File: src/rtl/trace_axis_width_converter.sv
// Serialises wide trace packets into OUT_WIDTH-bit AXI-Stream beats, LSB beat first.
// An active/pending buffer pair lets the next packet land while the current one drains.
module trace_axis_width_converter #(
  parameter int unsigned IN_WIDTH  = 512,
  parameter int unsigned OUT_WIDTH = 64,
  localparam int unsigned BEATS    = (IN_WIDTH + OUT_WIDTH - 1) / OUT_WIDTH,
  localparam int unsigned CNT_W    = (BEATS > 1) ? $clog2(BEATS) : 1
) (
  input  logic                 clk,
  input  logic                 rst_n,
  input  logic                 S_AXIS_tvalid,
  output logic                 S_AXIS_tready,
  input  logic [IN_WIDTH-1:0]  S_AXIS_tdata,
  input  logic                 S_AXIS_tlast,
  output logic                 M_AXIS_tvalid,
  input  logic                 M_AXIS_tready,
  output logic [OUT_WIDTH-1:0] M_AXIS_tdata,
  output logic                 M_AXIS_tlast,
  output logic [31:0]          words_forwarded,
  output logic [CNT_W-1:0]     beat_index
);

  localparam int unsigned PAD_W = BEATS * OUT_WIDTH;
  localparam logic [CNT_W-1:0] LAST_CNT = CNT_W'(BEATS - 1);

  typedef enum logic {IDLE, SEND} state_t;

  state_t             state_q, state_d;
  logic [PAD_W-1:0]   act_data_q, act_data_d;
  logic               act_last_q, act_last_d;
  logic [CNT_W-1:0]   cnt_q, cnt_d;
  logic [PAD_W-1:0]   pend_data_q, pend_data_d;
  logic               pend_last_q, pend_last_d;
  logic               pend_valid_q, pend_valid_d;
  logic               s_ready_q;
  logic               m_valid_q;
  logic               m_last_q, m_last_d;
  logic [31:0]        words_q, words_d;

  logic               in_hs;
  logic               out_hs;
  logic               last_beat;
  logic               take_in;
  logic [PAD_W-1:0]   in_pad;

  assign in_pad    = PAD_W'(S_AXIS_tdata);
  assign in_hs     = S_AXIS_tvalid & s_ready_q;
  assign out_hs    = m_valid_q & M_AXIS_tready;
  assign last_beat = (cnt_q == LAST_CNT);

  // The active buffer shifts right per beat, so the low slice is always the beat on the wire.
  assign M_AXIS_tdata    = act_data_q[OUT_WIDTH-1:0];
  assign M_AXIS_tvalid   = m_valid_q;
  assign M_AXIS_tlast    = m_last_q;
  assign S_AXIS_tready   = s_ready_q;
  assign words_forwarded = words_q;
  assign beat_index      = cnt_q;

  // Next-state, buffer steering and output look-ahead.
  always_comb begin
    state_d      = state_q;
    act_data_d   = act_data_q;
    act_last_d   = act_last_q;
    cnt_d        = cnt_q;
    pend_data_d  = pend_data_q;
    pend_last_d  = pend_last_q;
    pend_valid_d = pend_valid_q;
    words_d      = words_q;
    take_in      = 1'b0;

    case (state_q)
      IDLE: begin
        if (in_hs) begin
          take_in = 1'b1;
          state_d = SEND;
        end
      end
      SEND: begin
        if (out_hs) begin
          if (!last_beat) begin
            cnt_d      = CNT_W'(cnt_q + 1'b1);
            act_data_d = act_data_q >> OUT_WIDTH;
          end else begin
            words_d = words_q + 32'd1;
            if (pend_valid_q) begin
              act_data_d   = pend_data_q;
              act_last_d   = pend_last_q;
              cnt_d        = '0;
              pend_valid_d = 1'b0;
            end else if (in_hs) begin
              take_in = 1'b1;
            end else begin
              state_d = IDLE;
              cnt_d   = '0;
            end
          end
        end
      end
      default: state_d = IDLE;
    endcase

    // An accepted packet goes straight to active when it is free, else to pending.
    if (take_in) begin
      act_data_d = in_pad;
      act_last_d = S_AXIS_tlast;
      cnt_d      = '0;
    end else if (in_hs) begin
      pend_data_d  = in_pad;
      pend_last_d  = S_AXIS_tlast;
      pend_valid_d = 1'b1;
    end

    m_last_d = (state_d == SEND) & act_last_d & (cnt_d == LAST_CNT);
  end

  always_ff @(posedge clk or negedge rst_n) begin
    if (!rst_n) begin
      state_q      <= IDLE;
      act_data_q   <= '0;
      act_last_q   <= 1'b0;
      cnt_q        <= '0;
      pend_data_q  <= '0;
      pend_last_q  <= 1'b0;
      pend_valid_q <= 1'b0;
      s_ready_q    <= 1'b0;
      m_valid_q    <= 1'b0;
      m_last_q     <= 1'b0;
      words_q      <= '0;
    end else begin
      state_q      <= state_d;
      act_data_q   <= act_data_d;
      act_last_q   <= act_last_d;
      cnt_q        <= cnt_d;
      pend_data_q  <= pend_data_d;
      pend_last_q  <= pend_last_d;
      pend_valid_q <= pend_valid_d;
      s_ready_q    <= ~pend_valid_d;
      m_valid_q    <= (state_d == SEND);
      m_last_q     <= m_last_d;
      words_q      <= words_d;
    end
  end

endmodule

File: config.mk
export PLATFORM = sky130hd
export DESIGN_NAME = trace_axis_width_converter
export DESIGN_NICKNAME = d
export VERILOG_FILES = /design/src/rtl/trace_axis_width_converter.sv
export SDC_FILE = /design/constraint.sdc
export NUM_CORES = 2
export LEC_CHECK = 0
export CAP_MARGIN = 20
export CELL_PAD_IN_SITES_DETAIL_PLACEMENT = 0
export CELL_PAD_IN_SITES_GLOBAL_PLACEMENT = 1
export CORE_MARGIN = 4
export CORE_UTILIZATION = 40
export CTS_BUF_LIST = sky130_fd_sc_hd__clkbuf_8 sky130_fd_sc_hd__clkbuf_16
export DETAILED_ROUTE_END_ITERATION = 10
export GPL_TIMING_DRIVEN = 0
export MAX_ROUTING_LAYER = met4
export PLACE_DENSITY = 0.88
export SYNTH_ARGS = -nofsm -noshare
export SYNTH_HDL_FRONTEND = slang
export SYNTH_SLANG_ARGS = --single-unit
File: constraint.sdc
create_clock -name clk -period 2.2 [get_ports clk]
set_input_delay 0.22 -clock clk [delete_from_list [all_inputs] [get_ports clk]]
set_output_delay 0.22 -clock clk [all_outputs]
set_load 0.02 [all_outputs]
==> flow_metrics.tcl <==
set metrics [dict create \
    dieArea_mm2 0.133 \
    fin_cells 7376 \
    die_height_um 364 \
    grt_max_degree 170 \
    globalRoute.totalOverflow 0 \
    nFillCells 10700 \
    ys_ff_latch 1065 \
    vias 39400 \
    synth_top_family_by_area "compound AO/OA/AOI/OAI gates" \
    synth_mux_area_share_pct 14.0 \
    clk_latency_ps 710 \
    worst_path_max_delay_cell "dfrtp_2" \
    ant_nets 0 \
    max_freq_mhz 397 \
    violations "hold timing, setup timing" \
    cts.sinks 1065 \
    io-pin-count 619 \
    critical_path.max_fanout 9 \
    postSynthAreaPerCell_um2 10.9 \
    synthAdderAreaFrac_pct 0.0987 \
    synth-compound-area-share_pct 17.0 \
    synth-edff-count 0 \
    cpLargestDelayFamily "buffers and inverters" \
    min_path_type "input port to async pin" \
    peakVddDrop_v 0.000713 \
    die_x_um 364 \
    pre_cts_ws_ps -1410 \
    ys.warnings.count 0 \
    finalCritPeriodShare_pct 115 \
    timing.hold.ws_ps -582 \
    nNetsFinal 6041 \
    path_cells "ha_4, ha_4, and3b_2, o21a_4, nor2_4, buf_12, buf_16, clkbuf_16, clkbuf_16, mux2_4" \
    end_kind "flip-flop" \
    synth_nets 5194 \
    synthArstFlopShare_pct 100 \
    hold_viol 208 \
    slew_violations 0 \
    skew_ps 38.5 \
    powerDensity_mw_per_mm2 1290 \
    io_buffers 618 \
    wl_um 184000 \
    dr.pass1.iters 5 \
    grt_antenna_before_repair 110 \
    crit_buf_inv 4 \
    synthTopCellsByArea "dfrtp_1, mux2_4, o21ai_0, a211oi_1, nor2b_1" \
    setup_slack_ps -320 \
    reg2reg_slack_ps -320 \
    htree_num_levels 3 \
    tightest_slew_ps 1010 \
    row_count 130 \
    ys_top_cells_by_count "dfrtp_1, o21ai_0, nand2_1" \
    netlist_area_mm2 0.0507 \
    relSlewSlack_pct 32.9 \
    post-route-cell-area_mm2 0.0682 \
    start_util_pct 40.3 \
    cts.path.max_buffers 3 \
    crit_arrival_ps 3090 \
    area_growth_pct 34.5 \
    grt_usage_pct 26.9 \
    tritoncts "yes" \
    grt_pass1_wl_um 262000 \
    cts_buffers 118 \
    yosysMostFrequentCell "dfrtp_1" \
    ys_types 43 \
    synthFlopType "dfrtp_1" \
    drive_gt1_share_pct 24.2 \
    crit_type "flip-flop to flip-flop" \
    vias_per_cell 5.34 \
    drc 0 \
    finalCriticalPeriod_ps 2520 \
    synthSimpleGateAreaFrac_pct 11.0 \
    synthCells 4673 \
    worstPathRequired_ps 2770 \
    drtIter0Drc 2837 \
    grt_pass1_vias 40700 \
    synth-xor-area-share_pct 0.535 \
    gp_routability_congestion 0.884 \
    synth_top_cell_area_share_pct 52.6 \
    outcome "complete, but fails checks" \
    dpl.hpwl_um 134000 \
    coreArea_mm2 0.126 \
    slowest_delay_ps 430 \
    worstSetupStartpointType "flip-flop" \
    cap_viol_max_count 0 \
    grt_setup_unrepaired "true" \
    place_inst 6947 \
    leakagePower_nw 29.2 \
    cts_root_buf "clkbuf_16" \
    clk_pin_slew_ps 60 \
    synth_area_leader_cell "dfrtp_1" \
    post_dp_cell_area_mm2 0.0592 \
    post_drt_wl_per_cell_um 24.9 \
    ys_seq_area_share_pct 52.6 \
    setup-violations-final 1045 \
]
[kinds of logic (layout without fill, tap and decap cells)]
| logic type | Yosys count | after routing |
|---|---|---|
| compound gates | 1487 | 1487 |
| xor+xnor | 31 | 31 |
| fa+ha+maj | 4 | 4 |
| buf+inv | 460 | 1404 |
| flops | 1065 | 1065 |
| mux | 515 | 515 |
| other cells | 0 | 109 |
| simple gates | 1111 | 1111 |
[layout by cell type, fill, tap and decap left out, types with 132 or more instances in the layout]
master and count:
o21ai_1 176, clkdlybuf4s50_1 617, a211oi_1 354, a21oi_1 132
clkbuf_16 169, o21ai_0 709, nand2_1 462, mux2_2 141
nor2b_1 448, dfrtp_1 1062, mux2_4 373
[path summary, 6_finish.rpt]
check / cells past startpoint / startpoint / to
setup / recovery: 10 / beat_index[0] / pend_data_q[409]
hold / removal: 1 / rst_n / act_data_q[26]
setup reg to reg: 10 / beat_index[0] / pend_data_q[409]
hold reg to reg: 2 / act_data_q[431] / act_data_q[431]
max in group asynchronous: 5 / rst_n / act_data_q[407]
min in group clk: 3 / S_AXIS_tlast / act_last_q
[final cells by class]
class                           count  area, µm²  share of cell area, %
Tap cell                         1650       2060                   3.03
Inverter                            4       15.0                 0.0220
Clock inverter                     71        742                   1.09
Antenna cell                      109        273                  0.400
Clock buffer                      146       3370                   4.95
Timing Repair Buffer              729       8400                   12.3
Sequential cell                  1065      26700                   39.1
Buffer                            454       4330                   6.35
Multi-Input combinational cell   3148      22300                   32.7
[registers in the layout, summed over array words and instances (netlist names)]
name and count:
words_forwarded 32, act_data_q 512, pend_data_q 512, beat_index 3, pend_last_q 1, M_AXIS_tvalid 1, M_AXIS_tlast 1, S_AXIS_tready 1
act_last_q 1, pend_valid_q 1
[report_power, final]
part,total (mW),switching [mW],internal (mW)
Combinational,32.6,14.4,18.3
Clock,21.0,8.48,12.5
Sequential,34.3,5.54,28.7
[per-stage QoR]
step / power [mW] / hold WS (ps) / TNS (ps) / utilization, %
after floorplan: 52.9 / -75.6 / -4970 / -
after global placement: 61.6 / 456 / - / 46.9
after detailed placement: 62.4 / 148 / -1480790 / 47.1
after CTS: 85.9 / -610 / -228350 / 52.4
after global routing: 92.8 / -582 / -273660 / 54.2
final: 87.9 / -582 / -201030 / 54.2
[metal layers]
layer  up-vias  share of wire (%)  GRT usage (%)  wire [µm]
met3       295                8.1           8.31      14900
met4         0                3.1           9.51       5610
met5         -                  0              -          0
met1     19500                 40           31.7      73300
li1      18400                  -              -          -
met2      1232                 49           43.7      89700
[what timing repair did]
item,CTS,global route
pin swaps,8,18
endpoints found under the setup margin,1218,1528
cloned,19,40
resized for setup,602,314
setup buffers,36,7
hold endpoints to repair,136,167
Note: power is estimated with default switching activity, not from simulation.
